===== src/rtl/seq_pkg.sv =====
// Shared definitions for the serial pattern path (transmitter and detector).
// Holds the FSM state type and the single definition of the default pattern.
package seq_pkg;

    typedef enum logic [1:0] {
        IDLE = 2'd0,
        SEND = 2'd1,
        GAP  = 2'd2
    } seq_state_t;

    localparam logic [3:0] SEQ_DEF_PAT = 4'b1011;

endpackage


===== src/rtl/seq_shreg.sv =====
// Parallel-load, shift-left register. Load has priority over shift;
// a zero enters at bit 0 on every shift. msb is the top bit.
module seq_shreg #(
    parameter int PAT_W = 4
) (
    input  logic             clk,
    input  logic             rst,
    input  logic             load,
    input  logic             shift,
    input  logic [PAT_W-1:0] din,
    output logic             msb
);

    logic [PAT_W-1:0] q_reg;
    logic [PAT_W-1:0] q_next;

    // Per-bit next-state selection: load, shift from the bit below, or hold.
    genvar gi;
    generate
        for (gi = 0; gi < PAT_W; gi++) begin : g_bit
            if (gi == 0) begin : g_lsb
                assign q_next[gi] = load ? din[gi] : (shift ? 1'b0 : q_reg[gi]);
            end else begin : g_upper
                assign q_next[gi] = load ? din[gi] : (shift ? q_reg[gi-1] : q_reg[gi]);
            end
        end
    endgenerate

    // Storage register.
    always_ff @(posedge clk or posedge rst) begin
        if (rst) begin
            q_reg <= '0;
        end else begin
            q_reg <= q_next;
        end
    end

    assign msb = q_reg[PAT_W-1];

endmodule


===== src/rtl/seq_pattern_tx.sv =====
// Serial pattern transmitter: latches a pattern and repetition count on start,
// then sends the pattern MSB-first, one bit per clock, R times.
// Optional feature macro: GAP_EN inserts one idle cycle between repetitions.
// All outputs are flops; the shift register holds the bits still to come
// after the one currently on outp, so outp can be loaded from its msb.
module seq_pattern_tx
    import seq_pkg::*;
#(
    parameter int               PAT_W   = 4,
    parameter int               CNT_W   = 4,
    parameter logic [PAT_W-1:0] DEF_PAT = PAT_W'(SEQ_DEF_PAT)
) (
    input  logic             clk,
    input  logic             rst,
    input  logic             start,
    input  logic             use_def,
    input  logic [PAT_W-1:0] pat_in,
    input  logic [CNT_W-1:0] rep_in,
    output logic             outp,
    output logic             out_valid,
    output logic             busy,
    output logic             done
);

    localparam int               BC_W   = $clog2(PAT_W);
    localparam logic [BC_W-1:0]  BC_MAX = BC_W'(PAT_W - 1);

    seq_state_t       state_reg;
    logic [PAT_W-1:0] pat_reg;
    logic [CNT_W-1:0] rep_cnt_reg;
    logic [BC_W-1:0]  bit_cnt_reg;
    logic             outp_reg;
    logic             out_valid_reg;
    logic             busy_reg;
    logic             done_reg;

    logic [PAT_W-1:0] sel_pat;
    logic [PAT_W-1:0] load_src;
    logic             accept;
    logic             last_bit;
    logic             reload;
    logic             sh_load;
    logic             sh_shift;
    logic             sh_msb;

    // Request qualification and shift-register control.
    always_comb begin
        sel_pat  = use_def ? DEF_PAT : pat_in;
        accept   = (state_reg == IDLE) && start && (rep_in != '0);
        last_bit = (state_reg == SEND) && (bit_cnt_reg == '0);
        reload   = last_bit && (rep_cnt_reg != CNT_W'(1));
        load_src = (state_reg == IDLE) ? sel_pat : pat_reg;
        sh_load  = accept || reload;
        sh_shift = (state_reg == SEND) && (bit_cnt_reg != '0);
    end

    // The register is loaded with the pattern minus its first bit, which goes
    // straight to outp on the same edge.
    seq_shreg #(
        .PAT_W (PAT_W)
    ) u_shreg (
        .clk   (clk),
        .rst   (rst),
        .load  (sh_load),
        .shift (sh_shift),
        .din   ({load_src[PAT_W-2:0], 1'b0}),
        .msb   (sh_msb)
    );

    // Transfer FSM with counters and registered outputs.
    always_ff @(posedge clk or posedge rst) begin
        if (rst) begin
            state_reg     <= IDLE;
            pat_reg       <= '0;
            rep_cnt_reg   <= '0;
            bit_cnt_reg   <= '0;
            outp_reg      <= 1'b0;
            out_valid_reg <= 1'b0;
            busy_reg      <= 1'b0;
            done_reg      <= 1'b0;
        end else begin
            done_reg <= 1'b0;
            case (state_reg)
                IDLE: begin
                    if (accept) begin
                        pat_reg       <= sel_pat;
                        rep_cnt_reg   <= rep_in;
                        bit_cnt_reg   <= BC_MAX;
                        outp_reg      <= sel_pat[PAT_W-1];
                        out_valid_reg <= 1'b1;
                        busy_reg      <= 1'b1;
                        state_reg     <= SEND;
                    end
                end
                SEND: begin
                    if (bit_cnt_reg == '0) begin
                        if (rep_cnt_reg == CNT_W'(1)) begin
                            outp_reg      <= 1'b0;
                            out_valid_reg <= 1'b0;
                            busy_reg      <= 1'b0;
                            done_reg      <= 1'b1;
                            state_reg     <= IDLE;
                        end else begin
                            rep_cnt_reg <= rep_cnt_reg - CNT_W'(1);
                            bit_cnt_reg <= BC_MAX;
`ifdef GAP_EN
                            outp_reg      <= 1'b0;
                            out_valid_reg <= 1'b0;
                            state_reg     <= GAP;
`else
                            outp_reg      <= pat_reg[PAT_W-1];
`endif
                        end
                    end else begin
                        bit_cnt_reg <= bit_cnt_reg - BC_W'(1);
                        outp_reg    <= sh_msb;
                    end
                end
`ifdef GAP_EN
                GAP: begin
                    outp_reg      <= pat_reg[PAT_W-1];
                    out_valid_reg <= 1'b1;
                    state_reg     <= SEND;
                end
`endif
                default: begin
                    outp_reg      <= 1'b0;
                    out_valid_reg <= 1'b0;
                    busy_reg      <= 1'b0;
                    state_reg     <= IDLE;
                end
            endcase
        end
    end

    assign outp      = outp_reg;
    assign out_valid = out_valid_reg;
    assign busy      = busy_reg;
    assign done      = done_reg;

endmodule


===== config.mk =====
export PLATFORM = sky130hd
export DESIGN_NAME = seq_pattern_tx
export DESIGN_NICKNAME = d
export VERILOG_FILES = /design/src/rtl/seq_pkg.sv /design/src/rtl/seq_shreg.sv /design/src/rtl/seq_pattern_tx.sv
export SDC_FILE = /design/constraint.sdc
export NUM_CORES = 1
export LEC_CHECK = 0
export CAP_MARGIN = 10
export CORE_ASPECT_RATIO = 1.2
export CORE_MARGIN = 2
export CORE_UTILIZATION = 54
export CTS_CLUSTER_SIZE = 16
export DETAILED_ROUTE_END_ITERATION = 10
export PLACE_DENSITY = 0.81
export SYNTH_ARGS = -nofsm -noshare
export SYNTH_HDL_FRONTEND = slang
export SYNTH_SLANG_ARGS = --single-unit

===== constraint.sdc =====
create_clock -name clk -period 2.85 [get_ports clk]
set_input_delay 0.7125 -clock clk [delete_from_list [all_inputs] [get_ports clk]]
set_output_delay 0.7125 -clock clk [all_outputs]
set_load 0.02 [all_outputs]

Word level (Yosys, flattened, before mapping). Index checks and enable logic that the tools add are counted.

Word-level logic and storage cells: 67. Output and inout port bits: 4. Register bits after elaboration: 19. Input bits: 12.

Equal/unequal tests: 8. Multiplexer cells: 33. Reduce and logical (&&, ||, !) cells: 16. $add $sub $neg: 2.

Operators by type and width (count): 1-bit two-way mux (17); 4-bit two-way mux (4); 2-bit two-way mux (6); 2-bit one-hot mux with 2 select lines (2); 4-bit one-hot mux with 2 select lines (1); 3-bit AND reduction (2); 2-bit nonzero test (3); 1-bit logical AND (5); 4-bit by 1-bit equality test with 1-bit output (second input constant) (1); 2-bit logical NOT (2); 2-bit by 1-bit inequality test with 1-bit output (second input constant) (2); 2-bit inequality test (second input constant) (2); 4-bit by 1-bit inequality test with 1-bit output (second input constant) (1); 1-bit one-hot mux with 2 select lines (2); 4-bit AND reduction (1); 4-bit nonzero test (1); 4-bit by 1-bit subtractor with 4-bit output (second input constant) (1); 3-bit two-way mux (1); 3-bit inequality test (second input constant) (1); 2-bit by 1-bit equality test with 1-bit output (second input constant) (1); 2-bit AND reduction (1); 2-bit by 1-bit subtractor with 2-bit output (second input constant) (1); 1-bit logical OR (1).

Depth between registers and ports, before layout.
Depth after elaboration: 5. Depth in mapped cells: 6. Gate-level depth less buffers: 6.

Hierarchy. Synthesis repeated with hierarchy kept, for this count alone.

Cells, all modules: 92. Area, all modules: 947.2 sq um.

Modules (own cells, without submodules): seq_pattern_tx (instances 1, cells an instance 75, area an instance 772.0 sq um, seq. area each 325.3 sq um); seq_shreg (instances 1, cells an instance 17, area an instance 175.2 sq um, seq. area each 100.1 sq um).

Worst setup path after synthesis. Ideal clock, no wire load.

Path type: input port to flip-flop. Start point: input rep_in[2]. End point: register u_shreg.q_reg[3]. Stages on the path: 4. Data arrival time: 1.606 ns. Path buffers: 0. Data required time: 2.724 ns. Slack: 1.118 ns. Setup time: 0.126 ns. Path through: nor4_4 > a2bb2oi_2 > nor2_1 > a221o_1.

Cells in the longest elaborated chain, start to end: 4. Elaborated cells between the ends (all ways): 5. Those cells by class: mux: 1; reduce/logical: 4.

Ends and longest elaborated chain: from (decl) (line seq_pattern_tx.sv:18) `input logic [CNT_W-1:0] rep_in,`; 4-bit nonzero test (*) (line seq_pattern_tx.sv:49) `accept = (state_reg == IDLE) && start && (rep_in != '0);`; 1-bit logical AND (*) (line seq_pattern_tx.sv:49); 1-bit logical OR (*) (line seq_pattern_tx.sv:53) `sh_load = accept || reload;`; 1-bit two-way mux / 2-bit nonzero test (equally long branches); to (signal assigned) (line seq_shreg.sv:34) `q_reg <= q_next;`; to (decl) (line seq_shreg.sv:14) `logic [PAT_W-1:0] q_reg;`.

Mark *: on every way between the ends. The rest lies on a longest branch, timed or not. A chain may end at the register's enable or synchronous reset.

Worst setup path after layout.
Start point: input rep_in[1]. End point: register u_shreg.q_reg[3].

Same word-level chain as after synthesis.

==> out/summary.txt <==
====================================================================================
Run status                                                              finished, final reports clean
Critical path arrival                                                        2210 ps
Number of port buffers                                                            15
Final worst-path setup slack                                                  805 ps
Overflow after GRT                                                                 0
Antenna-violating nets left                                                        0
Number of setup buffers added after CTS                                            0
Count of clock tree sinks                                                         16
IO Pins                                                                           16
Library cell with the largest summed area after synthesis               sky130_fd_sc_hd__dfrtp_1
Hold Violations, Final                                                             0
Worst slew margin                                                              0.617
Routed wire length                                                           1660 um
Proportion of synthesized flip-flops having asynchronous set or reset           1.00
Max VDD drop                                                              0.000587 V
Netlist Area Pre-Place                                                      893 um^2
Die X                                                                        41.1 um
Overall routing resource usage                                                 0.200
Fin Setup TNS                                                                   0 ps
Combinational share of power                                                   0.513
Count of state elements after synthesis                                           16
Part of the power in the clock network                                         0.111
Final non-filler cell area                                                 1080 um^2
Pin count of the biggest net entering global routing                              22
Switching component of the power                                              405 uW
Maximum clock skew at final layout                                           5.78 ps
Peak fanout along the critical path                                                5
H-tree depth reported by CTS                                                       1
Maximum clock rate                                                         0.489 GHz
Number of antenna violations at the first check in global routing                  0
Area after detailed placement                                              1060 um^2
Int Pwr                                                                       626 uW
Post-layout nets                                                                 120
Required time of the critical path                                           3010 ps
Sequential fraction of design power                                            0.375
Ranking of synthesized cells by instance count                          sky130_fd_sc_hd__dfrtp_1 (16), sky130_fd_sc_hd__o21ai_0 (10), sky130_fd_sc_hd__inv_1 (9)
Cts bufs inserted                                                                  3
Number of max-cap violations                                                       0
Number of gates resized after cts                                                  0
Final worst path period need                                                 2040 ps
Most used flip-flop cell after synthesis                                sky130_fd_sc_hd__dfrtp_1
Power density of the placed cells                                        955 nW/um^2
Share of post-route cells with drive strength above 1                          0.126
Static Leak                                                                 0.497 nW
Multi-input combinational cell area                                         443 um^2
Detailed-routing iteration count for the pre-antenna-repair pass                   4
Number of nets in the synthesized netlist                                        102
Endpoint type of the worst setup path                                      flip-flop
Average routed wire per standard cell                                        13.8 um
Routability cong.                                                              0.754
Number of enable flip-flop cells after synthesis                                   0
Synth top area cells                                                    sky130_fd_sc_hd__dfrtp_1 (45%), sky130_fd_sc_hd__o21ai_0 (5.6%), sky130_fd_sc_hd__ha_1 (4.2%)
Number of warnings reported in the yosys synthesis log                             0
Number of rows created at floorplan                                               16
Most common cell in the synthesized netlist                             sky130_fd_sc_hd__dfrtp_1
Critical path class                                                     input pin to flip-flop
Post-Place Cells                                                                 118
Switching power as a share of total power                                      0.393
Filler Cells Inserted                                                            148
Half-perimeter wire length after detailed placement                          1310 um
Detailed-route via count                                                         686
Share of the clock period used by the worst path                               0.717
Number of antenna diodes                                                           0
CTS clk-pin slew, worst paths                                                  80 ps
Die Footprint                                                              2000 um^2
Vias in the first global route                                                   706
Synthesized area per cell                                                  10.3 um^2
Clock latency at the later pin of the worst-skew pair                         280 ps
Core region area                                                           1600 um^2
RSZ-0062 raised after global routing                                              no
Count of hold-fix buffers inserted at cts                                          0
Sequential area share after synthesis                                          0.448
Die span in y                                                                48.6 um
Root buf cell                                                           sky130_fd_sc_hd__clkbuf_4
Residual DRC                                                                       0
Largest buffer count on any clock path                                             2
P&R area growth vs syn                                                         20.9%
TritonCTS clock tree                                                            done
Final standard cell count with taps included and fillers excluded                121
Number of cells produced by synthesis                                             87
DRT iter0 DRCs                                                                     5
Area share of the largest cell type after synthesis                            0.448
Register area                                                               400 um^2
Sort of element at the start of the critical path                          input pin
Worst slew pin tran                                                           574 ps
Final setup viols                                                                  0
Synth cell types                                                                  34
Mean number of vias per cell                                                    5.67
Initial core utilization                                                       0.558
Wire length of the first global-routing pass                                 2840 um
Total count of max-transition violations in the final report                       0
Classification of the worst-slack hold path                             flip-flop to flip-flop
Placement Setup Slack                                                         520 ps
====================================================================================
==> final timing paths <==
| path | from | to | slack, ps | cells after the start |
|---|---|---|---|---|
| worst min-delay path | u_shreg.q_reg[2] | u_shreg.q_reg[2] | 510 | 1 |
| worst max register to register | rep_cnt_reg[1] | u_shreg.q_reg[2] | 1130 | 6 |
| worst max-delay path | rep_in[1] | u_shreg.q_reg[3] | 810 | 5 |
| worst min register to register | u_shreg.q_reg[2] | u_shreg.q_reg[2] | 510 | 1 |
| min in group asynchronous | rst | outp | 780 | 2 |
| max in group asynchronous | rst | u_shreg.q_reg[3] | 1690 | 2 |
==> cells by family (layout without fill, tap and decap cells) <==
family | after synthesis | count (layout) | synth area share
AND/OR/NAND/NOR | 28 | 28 | 0.207
adder cells (fa/ha/maj) | 3 | 3 | 0.0420
buffers and inverters | 12 | 28 | 0.0560
AO/OA/AOI/OAI | 27 | 27 | 0.235
multiplexers | 1 | 1 | 0.0112
flip-flops | 16 | 16 | 0.448
==> layout make-up <==
class | instances | area share
Sequential cell | 16 | 0.371
Multi-Input combinational cell | 59 | 0.410
Timing Repair Buffer | 16 | 0.146
Inverter | 9 | 0.0313
Clock buffer | 3 | 0.0209
Tap cell | 18 | 0.0209
==> metal layers <==
metal	up-vias	wire [um]	GRT usage
li1	341	-	-
met1	325	729	0.255
met5	-	0	0
met4	0	30	0.0914
met3	4	50	0.0321
met2	16	854	0.315
==> through the flow <==
step	total power, mW	hold WS [ps]	util
finish	1.03	508	0.674
global route	1.13	561	0.674
CTS	1.04	508	0.674
detailed placement	0.921	486	0.660
global placement	0.904	486	0.660
floorplan	0.779	451	-
==> placed cells by master (no fill, tap or decap), drive strengths merged <==
cell type / instances
a21o: 1
a21oi: 6
a221o: 1
a22o: 2
a2bb2oi: 2
a32oi: 2
and2: 1
and3: 1
buf: 1
clkbuf: 3
clkdlybuf4s50: 15
dfrtp: 16
ha: 3
inv: 9
mux2i: 1
nand2: 6
nand2b: 3
nand3: 2
nand3b: 2
nand4b: 1
nor2: 6
nor2b: 2
nor3: 1
nor3b: 1
nor4: 1
o21ai: 11
o2bb2ai: 1
o311ai: 1
or3b: 1
==> worst max-delay path, cell delays in order <==
cell and delay (ps):
sky130_fd_sc_hd__clkdlybuf4s50_1 470, sky130_fd_sc_hd__nor4_4 480, sky130_fd_sc_hd__a2bb2oi_2 210, sky130_fd_sc_hd__nor2_1 70, sky130_fd_sc_hd__a221o_1 260
==> power groups by stage <==
stage | Sequential, mW | Clock, mW | Combinational, mW
after floorplan | 0.392 | 0 | 0.388
after global placement | 0.389 | 0 | 0.515
after detailed placement | 0.391 | 0 | 0.530
after CTS | 0.387 | 0.116 | 0.534
after global routing | 0.399 | 0.133 | 0.599
final | 0.387 | 0.115 | 0.529
Note: power is estimated with default switching activity, not from simulation.
